File: src/rtl/reset_sequencer_if.sv
// Status and handshake bundle between the clock wizard / reset consumers and the reset sequencer.
// The master side drives lock, reset request and per-channel ready; the sequencer is the slave.
interface reset_sequencer_if #(
    parameter int NUM_CH    = 4,
    parameter int MAX_RETRY = 3
);
    localparam int RETRY_W = (MAX_RETRY > 0) ? $clog2(MAX_RETRY + 1) : 1;
    localparam int STAGE_W = $clog2(NUM_CH + 1);

    logic               locked_in;
    logic               user_reset_in;
    logic [NUM_CH-1:0]  ch_ready_in;
    logic [NUM_CH-1:0]  ch_reset_out;
    logic               all_done_out;
    logic               fault_out;
    logic [RETRY_W-1:0] retry_cnt_out;
    logic [STAGE_W-1:0] stage_out;

    modport master (
        output locked_in, user_reset_in, ch_ready_in,
        input  ch_reset_out, all_done_out, fault_out, retry_cnt_out, stage_out
    );

    modport slave (
        input  locked_in, user_reset_in, ch_ready_in,
        output ch_reset_out, all_done_out, fault_out, retry_cnt_out, stage_out
    );
endinterface

File: src/rtl/reset_sequencer.sv
// Multi-channel reset sequencer: holds all channel resets until lock plus a minimum time, then
// releases channels in index order, optionally waiting on a per-channel ready with bounded retry.
module reset_sequencer #(
    parameter int                CLK_PERIOD_NS    = 10,
    parameter int                NUM_CH           = 4,
    parameter int                MIN_ASSERT_NS    = 1000,
    parameter int                STEP_NS          = 1000,
    parameter logic [NUM_CH-1:0] READY_MASK       = '0,
    parameter int                READY_TIMEOUT_NS = 100000,
    parameter int                MAX_RETRY        = 3
) (
    input  logic              clk,
    input  logic              rst_n_in,
    reset_sequencer_if.slave  bus
);

    function automatic int ns_to_cyc(input int ns);
        int c;
        c = (ns + CLK_PERIOD_NS - 1) / CLK_PERIOD_NS;
        return (c < 1) ? 1 : c;
    endfunction

    localparam int MIN_CYC = ns_to_cyc(MIN_ASSERT_NS);
    localparam int STEP_CYC = ns_to_cyc(STEP_NS);
    localparam int TO_CYC = ns_to_cyc(READY_TIMEOUT_NS);
    localparam int MAX_CYC = (MIN_CYC > STEP_CYC) ? ((MIN_CYC > TO_CYC) ? MIN_CYC : TO_CYC)
                                                  : ((STEP_CYC > TO_CYC) ? STEP_CYC : TO_CYC);
    localparam int CNT_W = $clog2(MAX_CYC) + 1;
    localparam int RETRY_W = (MAX_RETRY > 0) ? $clog2(MAX_RETRY + 1) : 1;
    localparam int STAGE_W = $clog2(NUM_CH + 1);
    localparam int EXT_W = 2 ** STAGE_W;
    localparam logic [STAGE_W-1:0] LAST_CH = STAGE_W'(NUM_CH - 1);

    typedef enum logic [1:0] {S_HOLD, S_STAGE, S_DONE, S_FAULT} state_t;

    // Reset vector with channels 0..last released and everything above still asserted.
    function automatic logic [NUM_CH-1:0] reset_vec(input logic [STAGE_W-1:0] last);
        logic [NUM_CH-1:0] v;
        for (int i = 0; i < NUM_CH; i++) v[i] = (i > int'(last));
        return v;
    endfunction

    (* ASYNC_REG = "TRUE" *) logic [NUM_CH+1:0] sync_ff1;
    (* ASYNC_REG = "TRUE" *) logic [NUM_CH+1:0] sync_ff2;

    always_ff @(posedge clk or negedge rst_n_in) begin
        if (!rst_n_in) begin
            sync_ff1 <= '0;
            sync_ff2 <= '0;
        end else begin
            sync_ff1 <= {bus.user_reset_in, bus.locked_in, bus.ch_ready_in};
            sync_ff2 <= sync_ff1;
        end
    end

    logic              lock_s, urst_s, abort;
    logic [EXT_W-1:0]  rdy_ext, mask_ext;

    assign lock_s   = sync_ff2[NUM_CH];
    assign urst_s   = sync_ff2[NUM_CH+1];
    assign abort    = !lock_s || urst_s;
    // Padded to a power of two so a channel index of STAGE_W bits selects without truncation.
    assign rdy_ext  = {{(EXT_W - NUM_CH){1'b0}}, sync_ff2[NUM_CH-1:0]};
    assign mask_ext = {{(EXT_W - NUM_CH){1'b0}}, READY_MASK};

    state_t             state;
    logic [CNT_W-1:0]   cnt;
    logic               waiting;
    logic [STAGE_W-1:0] cur_ch;
    logic [NUM_CH-1:0]  ch_reset_q;
    logic               all_done_q, fault_q;
    logic [RETRY_W-1:0] retry_q;
    logic [STAGE_W-1:0] stage_q;

    logic               advance, timeout, adv_final;
    logic [STAGE_W-1:0] adv_ch;

    // NOTE: every signal written here gets a default first, so no path leaves a latch behind.
    always_comb begin
        advance   = 1'b0;
        timeout   = 1'b0;
        adv_ch    = (state == S_HOLD) ? '0 : cur_ch + STAGE_W'(1);
        adv_final = (adv_ch == LAST_CH) && !mask_ext[adv_ch];
        case (state)
            S_HOLD:  advance = (cnt == CNT_W'(1));
            S_STAGE: begin
                if (!waiting) begin
                    advance = (cnt == CNT_W'(1)) && (!mask_ext[cur_ch] || rdy_ext[cur_ch]);
                end else begin
                    advance = rdy_ext[cur_ch];
                    timeout = !rdy_ext[cur_ch] && (cnt == CNT_W'(1));
                end
            end
            default: ;
        endcase
    end

    // NOTE: sequential state uses non-blocking assignments only, so every register samples
    // pre-edge values and the branch order below alone decides priority.
    always_ff @(posedge clk or negedge rst_n_in) begin
        if (!rst_n_in) begin
            state      <= S_HOLD;
            cnt        <= CNT_W'(MIN_CYC);
            waiting    <= 1'b0;
            cur_ch     <= '0;
            ch_reset_q <= '1;
            all_done_q <= 1'b0;
            fault_q    <= 1'b0;
            retry_q    <= '0;
            stage_q    <= '0;
        end else if (urst_s || (abort && state != S_FAULT)) begin
            state      <= S_HOLD;
            cnt        <= CNT_W'(MIN_CYC);
            waiting    <= 1'b0;
            cur_ch     <= '0;
            ch_reset_q <= '1;
            all_done_q <= 1'b0;
            stage_q    <= '0;
            if (urst_s) begin
                fault_q <= 1'b0;
                retry_q <= '0;
            end
        end else if (advance) begin
            if (state == S_STAGE && cur_ch == LAST_CH) begin
                state      <= S_DONE;
                all_done_q <= 1'b1;
            end else begin
                cur_ch     <= adv_ch;
                ch_reset_q <= reset_vec(adv_ch);
                stage_q    <= adv_ch + STAGE_W'(1);
                waiting    <= 1'b0;
                cnt        <= CNT_W'(STEP_CYC);
                // The last channel has nothing to dwell for unless it waits on a ready.
                if (adv_final) begin
                    state      <= S_DONE;
                    all_done_q <= 1'b1;
                end else begin
                    state <= S_STAGE;
                end
            end
        end else if (timeout) begin
            waiting    <= 1'b0;
            cur_ch     <= '0;
            ch_reset_q <= '1;
            stage_q    <= '0;
            if (retry_q < RETRY_W'(MAX_RETRY)) begin
                retry_q <= retry_q + 1'b1;
                state   <= S_HOLD;
                cnt     <= CNT_W'(MIN_CYC);
            end else begin
                state   <= S_FAULT;
                fault_q <= 1'b1;
            end
        end else begin
            case (state)
                S_HOLD: cnt <= cnt - 1'b1;
                S_STAGE: begin
                    if (!waiting && cnt == CNT_W'(1)) begin
                        waiting <= 1'b1;
                        cnt     <= CNT_W'(TO_CYC);
                    end else begin
                        cnt <= cnt - 1'b1;
                    end
                end
                default: ;
            endcase
        end
    end

    assign bus.ch_reset_out  = ch_reset_q;
    assign bus.all_done_out  = all_done_q;
    assign bus.fault_out     = fault_q;
    assign bus.retry_cnt_out = retry_q;
    assign bus.stage_out     = stage_q;

endmodule

File: src/flat_wrapper.sv
// flat-port wrapper written by rule: the top's interface ports become plain ports
module reset_sequencer_flat 
#(
    parameter int                CLK_PERIOD_NS    = 10,
    parameter int                NUM_CH           = 4,
    parameter int                MIN_ASSERT_NS    = 1000,
    parameter int                STEP_NS          = 1000,
    parameter logic [NUM_CH-1:0] READY_MASK       = '0,
    parameter int                READY_TIMEOUT_NS = 100000,
    parameter int                MAX_RETRY        = 3
)
  (clk, rst_n_in, bus_locked_in, bus_user_reset_in, bus_ch_ready_in, bus_ch_reset_out, bus_all_done_out, bus_fault_out, bus_retry_cnt_out, bus_stage_out);
  reset_sequencer_if #(.NUM_CH(NUM_CH), .MAX_RETRY(MAX_RETRY)) bus_i ();
  input  logic clk;
  input  logic rst_n_in;
  input wire logic [$bits(bus_i.locked_in)-1:0] bus_locked_in;
  input wire logic [$bits(bus_i.user_reset_in)-1:0] bus_user_reset_in;
  input wire logic [$bits(bus_i.ch_ready_in)-1:0] bus_ch_ready_in;
  output wire logic [$bits(bus_i.ch_reset_out)-1:0] bus_ch_reset_out;
  output wire logic [$bits(bus_i.all_done_out)-1:0] bus_all_done_out;
  output wire logic [$bits(bus_i.fault_out)-1:0] bus_fault_out;
  output wire logic [$bits(bus_i.retry_cnt_out)-1:0] bus_retry_cnt_out;
  output wire logic [$bits(bus_i.stage_out)-1:0] bus_stage_out;
  assign bus_i.locked_in = bus_locked_in;
  assign bus_i.user_reset_in = bus_user_reset_in;
  assign bus_i.ch_ready_in = bus_ch_ready_in;
  assign bus_ch_reset_out = bus_i.ch_reset_out;
  assign bus_all_done_out = bus_i.all_done_out;
  assign bus_fault_out = bus_i.fault_out;
  assign bus_retry_cnt_out = bus_i.retry_cnt_out;
  assign bus_stage_out = bus_i.stage_out;
  reset_sequencer #(.CLK_PERIOD_NS(CLK_PERIOD_NS), .NUM_CH(NUM_CH), .MIN_ASSERT_NS(MIN_ASSERT_NS), .STEP_NS(STEP_NS), .READY_MASK(READY_MASK), .READY_TIMEOUT_NS(READY_TIMEOUT_NS), .MAX_RETRY(MAX_RETRY)) u_core (.clk(clk), .rst_n_in(rst_n_in), .bus(bus_i));
endmodule
File: config.mk
export PLATFORM = sky130hd
export DESIGN_NAME = reset_sequencer_flat
export DESIGN_NICKNAME = d
export VERILOG_FILES = /design/src/rtl/reset_sequencer_if.sv /design/src/rtl/reset_sequencer.sv /design/src/flat_wrapper.sv
export SDC_FILE = /design/constraint.sdc
export NUM_CORES = 1
export LEC_CHECK = 0
export CORE_UTILIZATION = 56
export CTS_BUF_LIST = sky130_fd_sc_hd__clkbuf_4 sky130_fd_sc_hd__clkbuf_8 sky130_fd_sc_hd__clkbuf_16
export DETAILED_ROUTE_END_ITERATION = 6
export GPL_ROUTABILITY_DRIVEN = 1
export GPL_TIMING_DRIVEN = 1
export PLACE_DENSITY = 0.82
export SLEW_MARGIN = 10
export SYNTH_ARGS = -nofsm -noshare
export SYNTH_HDL_FRONTEND = slang
export SYNTH_SLANG_ARGS = --single-unit
File: constraint.sdc
create_clock -name clk -period 6.2 [get_ports clk]
set_clock_uncertainty 0.15 [all_clocks]
set_input_delay 0.93 -clock clk [delete_from_list [all_inputs] [get_ports clk]]
set_output_delay 0.93 -clock clk [all_outputs]
set_load 0.05 [all_outputs]
==> flow_summary.yaml, run 1 <==
final_layout:
  final_util: 0.668
  area_growth_pct: 13.3
  antennaDiodeCount: 0
  nets: 238
  layout-drive-gt1-share: 0.143
setup_path:
  slowest_stage: "o41a_2"
  crit_chain: "inv_1 -> ha_1 -> nor4b_1 -> nand4_4 -> nor4_2 -> o41a_2 -> or2_1 -> o21ai_0"
  crit_family: "simple AND/OR/NAND/NOR gates"
  cp.required_ps: 6220
  path_buf_inv: 1
  critPathArrivalTime_ps: 2840
  end_kind: "flop"
  crit_fanout: 23
  max_stage_delay_ps: 430
  start_kind: "flop"
  worstSetupPathType: "reg -> reg"
sta:
  rsz0062_at_grt: "no"
  fin_ws_ps: 3380
  maxSlewViolCount: 0
  finalCritPeriodShare: 0.455
  min_period_ps: 2820
  relSlewSlack: 0.379
  hold_violations: 0
  finalSetupViolCount: 0
  fmax_ghz: 0.354
  tightest_slew_ps: 932
  finalSetupTns_ps: 0
die:
  io_pins: 19
  design.die.area_sq_mm: 0.00413
  dieWidth_um: 64.3
  coreArea_sq_mm: 0.00369
  rows: 22
  initial_core_util: 0.589
  chipHeight_um: 64.3
power:
  p_per_area_mw_per_mm2: 210
  p_leak_uw: 0.00109
  vdd_drop_max_mv: 0.180
placed_design:
  dpl.hpwl_um: 2880
  gp_congestion: 0.829
  post-place-ws_ps: 3370
  port_buffers: 18
clocking:
  hold_buffers: 0
  root_buffer: "clkbuf_8"
  h-tree-depth: 2
  cts.sinks: 44
  cts_buffers: 5
  clk_latency_ps: 290
  cts_resized: 0
  cts_tree: "done"
  clkTransAtPathRegs_ps: 80
  cts_setup_buffers: 0
  cts_buffer_depth: 2
drt:
  ant_nets: 0
  remaining_drc_errors: 0
  post_drt_via_cell_ratio: 5.92
  drtPass1Iterations: 4
  post_drt_wl_per_cell_um: 15.0
  vias: 1611
  routed_wl_um: 4090
  drtIter0Drc: 137
global_routing:
  grt_pass1_wl_um: 7240
  first_global_vias: 1614
  grt_max_degree: 45
  grt-ovfl-total: 0
  antenna_found_initial: 0
  grt_usage: 0.231
min_path:
  hold_class: "reg -> reg"
synth:
  synth-edff-count: 0
  synth_fp_nets: 219
  syn_area_per_cell_sq_um: 10.7
  synth_ff_type: "dfrtp_1"
  syn-instance-count: 204
  async_reset_ff_frac: 1.00
  synth_warnings: 0
  ys_ff_latch: 44
  ys_types: 47
  syn_area_sq_mm: 0.00217
  synth-seq-area-share: 0.511
flow_run:
  cap_violations: 0
run_status:
  status: "finished, final reports clean"
## placed cells by master (no fill, tap or decap), types with 3 or more instances in the layout
cell type,n
clkdlybuf4s50_1,17
nor3_1,7
o31a_1,3
nor2_1,20
nor2b_1,4
a21oi_1,14
o21ai_0,10
dfrtp_1,37
nor4_2,3
dfstp_2,7
o22ai_1,4
or3_1,3
mux2i_1,5
nand2b_1,3
clkbuf_8,6
or4_1,3
ha_1,7
nand2_1,8
a22o_1,5
o22a_1,5
inv_1,11
o31ai_1,7
## power breakdown
part           switching [uW]  total (uW)  internal, uW
sequential               4.10         298           294
clock                    88.7         188          99.6
combinational            19.6        30.7          11.1
## worst paths after layout
| path | from | to | slack [ps] | cells past startpoint |
|---|---|---|---|---|
| min in group asynchronous | rst_n_in | u_core.bus.stage_out[1] | 620 | 1 |
| worst min-delay path | u_core.sync_ff1[2] | u_core.sync_ff2[2] | 200 | 0 |
| worst min register to register | u_core.sync_ff1[2] | u_core.sync_ff2[2] | 200 | 0 |
| max in group asynchronous | rst_n_in | u_core.cnt[14] | 4700 | 1 |
| worst max-delay path | u_core.cnt[1] | u_core.cnt[14] | 3380 | 8 |
| worst max register to register | u_core.cnt[1] | u_core.cnt[14] | 3380 | 8 |
## worst register-to-register path, stage by stage (launching register included)
cell and delay, ps:
dfrtp_1 410, inv_1 100, ha_1 140, nor4b_1 420, nand4_4 200, nor4_2 370, o41a_2 430, or2_1 340
o21ai_0 130
## per-layer routing
metal | routed length [um] | share of wire | global-route usage | vias to the layer above
met2 | 1950 | 0.48 | 0.387 | 41
met4 | 63 | 0.015 | 0.0806 | 0
met3 | 196 | 0.048 | 0.0643 | 6
li1 | - | - | - | 786
met1 | 1880 | 0.46 | 0.285 | 778
met5 | 0 | 0 | 0 | -
## per-stage QoR
step	total power, uW	cells	hold WS [ps]	cell area, sq um
after floorplan	320	204	181	2170
after global placement	333	264	182	2360
after detailed placement	334	264	187	2360
after CTS	523	272	199	2460
after global routing	538	272	208	2460
final	517	272	197	2460
## synthesized netlist by cell type, types with 4 or more instances
cell     count  area (sq um)
a21oi_1     14          70.1
o31ai_1      7          52.6
o21ai_0     10          50.1
ha_1         7          87.6
nor2b_1      4          25.0
mux2i_1      5          50.1
o22a_1       5          43.8
nor2_1      20          75.1
inv_1       11          41.3
dfstp_2      7           184
nor3_1       7          35.0
a22o_1       5          43.8
nand2_1      8          30.0
dfrtp_1     37           926
o22ai_1      4          25.0
## area by class of cell
class                           instances  area [sq um]
Timing Repair Buffer                   18           175
Clock buffer                            8          97.6
Sequential cell                        44          1110
Inverter                               11          41.3
Multi-Input combinational cell        143           978
Tap cell                               48          60.1
Fill cell                             304          1230
## kinds of logic after synthesis
kind of cell             after synthesis  share of synthesized area
adder cells (fa/ha/maj)                7                     0.0403
AO/OA/AOI/OAI                         61                      0.195
flip-flops                            44                      0.511
buffers and inverters                 17                     0.0391
multiplexers                           6                     0.0282
AND/OR/NAND/NOR                       67                      0.178
XOR/XNOR                               2                    0.00806
## sequential cells by signal (all words and copies together) (netlist names)
register	cells
u_core.bus.retry_cnt_out	2
u_core.bus.ch_reset_out	4
u_core.waiting	1
u_core.bus.fault_out	1
u_core.sync_ff2	6
u_core.cur_ch	3
u_core.cnt	15
u_core.sync_ff1	6
u_core.state	2
u_core.bus.all_done_out	1
u_core.bus.stage_out	3
Note: power is estimated with default switching activity, not from simulation.
==> run 2, diff against run 1 <==
- clock period: 6.2 -> 2.9 ns (I/O delays scaled with it)
==> run 2 against run 1 <==
Net effect:
- critical path depth stayed put
- routed wire length up 1.9%
- non-clock buffer count is 4 higher
- clock-buffer cell count fell by 2
- worst setup slack worse by 3200 ps
- global-route usage is 0.99 points lower
- register-to-register slack got worse by 3200 ps
- cell area increased by 1.8%
- largest cell class unchanged
==> flow_summary.yaml, run 2 (same netlist as run 1, synthesis figures left out) <==
setup_path:
  cp.required_ps: 2910
  r2r_end: "u_core.cnt[14]"
  crit_fanout: 10
  max_stage_delay_ps: 430
  end_kind: "flop"
  start_kind: "flop"
  critPathArrivalTime_ps: 2690
  slowest_stage: "nor4b_1"
  reg2regPathDepth: 8
  rrSetupSlack_ps: 210
  rr_startpoint: "u_core.cnt[1]"
  crit_chain: "inv_1 -> ha_1 -> nor4b_1 -> nand4_4 -> nor4_2 -> o41a_2 -> or2_1 -> o21ai_0"
  worstSetupPathType: "reg -> reg"
clocking:
  hold_buffers: 0
  cts_setup_buffers: 0
  cts.sinks: 44
  clkTransAtPathRegs_ps: 80
  clk_latency_ps: 290
  root_buffer: "clkbuf_8"
  cts_resized: 0
  cts_buffer_depth: 2
  cts_buffers: 5
  cts_tree: "done"
  h-tree-depth: 2
sta:
  finalCritPeriodShare: 0.926
  relSlewSlack: 0.381
  fmax_ghz: 0.372
  maxSlewViolCount: 0
  hold_violations: 0
  rsz0062_at_grt: "no"
  tightest_slew_ps: 928
  holdWs_ps: 124
  finalSetupTns_ps: 0
  finalSetupViolCount: 0
  min_period_ps: 2690
drt:
  ant_nets: 0
  drtPass1Iterations: 4
  drtIter0Drc: 101
  post_drt_via_cell_ratio: 5.91
  vias: 1631
  routed_wl_um: 4170
  post_drt_wl_per_cell_um: 15.1
  remaining_drc_errors: 0
final_layout:
  antennaDiodeCount: 0
  layout_commonest_cell: "dfrtp_1"
  layout_common_cells: "37 x dfrtp_1, 20 x nor2_1, 17 x clkdlybuf4s50_1"
  nets: 242
  area_growth_pct: 15.3
  largest_reg_flops: 15
  reg_top3: "u_core.cnt (15), u_core.sync_ff1 (6), u_core.sync_ff2 (6)"
  largest_register: "u_core.cnt"
  fillers: 289
  seqCellArea_sq_mm: 0.00111
  multi_input_area_sq_um: 978
  fin_cells: 276
  layout-drive-gt1-share: 0.158
power:
  p_per_area_mw_per_mm2: 464
  p_leak_uw: 0.00112
  vdd_drop_max_mv: 0.284
die:
  initial_core_util: 0.589
  design.die.area_sq_mm: 0.00413
  io_pins: 19
  rows: 22
  chipHeight_um: 64.3
  dieWidth_um: 64.3
  coreArea_sq_mm: 0.00369
flow_run:
  cap_violations: 0
placed_design:
  port_buffers: 18
  dpl.hpwl_um: 2950
  gp_congestion: 0.800
  dp_cells: 268
global_routing:
  grt-ovfl-total: 0
  first_global_vias: 1562
  grt_pass1_wl_um: 7010
  grt_max_degree: 45
  antenna_found_initial: 0
  grt_usage: 0.221
min_path:
  hold_class: "in -> async"
run_status:
  status: "finished, final reports clean"
[run 2: changes by cell type in the layout (fill, tap and decap cells not counted), sizes merged]
| cell | change |
|---|---|
| clkbuf | -2 |
| buf | +4 |
| clkinv | +1 |
| bufinv | +1 |
[run 2: worst max-delay path by stage]
| stage | from | cells after the start | endpoint |
|---|---|---|---|
| 2_1_floorplan | u_core.cur_ch[0] | 8 | u_core.cnt[12] |
| 3_3_place_gp | u_core.cur_ch[0] | 7 | u_core.cnt[11] |
| 3_5_place_dp | u_core.cur_ch[0] | 7 | u_core.cnt[12] |
| 4_1_cts | u_core.cnt[1] | 8 | u_core.cnt[14] |
| 5_1_grt | u_core.cnt[1] | 9 | u_core.cnt[4] |
| 6_report | u_core.cnt[1] | 8 | u_core.cnt[14] |
[run 2: report_power, final]
group	switching (uW)	total [uW]	internal, uW
Sequential	9.14	637	628
Clock	194	459	265
Combinational	43.1	67.7	24.6
Total	246	1160	917
[run 2: per-stage QoR]
step                      power, uW  setup WS [ps]  instance area, sq um   util
after CTS                      1180            250                  2510  0.679
after global routing           1210           12.1                  2510  0.679
final                          1160            214                  2510  0.679
after detailed placement        717            260                  2390  0.649
after global placement          714            339                  2390  0.649
after floorplan                 685            511                  2170      -
[run 2: final cells by class]
class | count | area share
Sequential cell | 44 | 0.443
Multi-Input combinational cell | 143 | 0.390
Timing Repair Buffer | 22 | 0.0819
Clock buffer | 6 | 0.0305
Tap cell | 48 | 0.0240
Inverter | 11 | 0.0165
Clock inverter | 2 | 0.0140
[run 2: critical path: cells and delay by family, from the launching register on]
kind / cells / cell delay (ps)
AO/OA/AOI/OAI: 2 / 440
adder cells (fa/ha/maj): 1 / 150
buffers and inverters: 1 / 110
flip-flops: 1 / 410
AND/OR/NAND/NOR: 4 / 1290
[run 2: metal layers]
metal,GRT usage,routed length [um],vias to the layer above
met5,0,0,-
met4,0.0750,40,0
met3,0.0500,164,4
met2,0.334,1900,33
met1,0.313,2060,800
li1,-,-,794
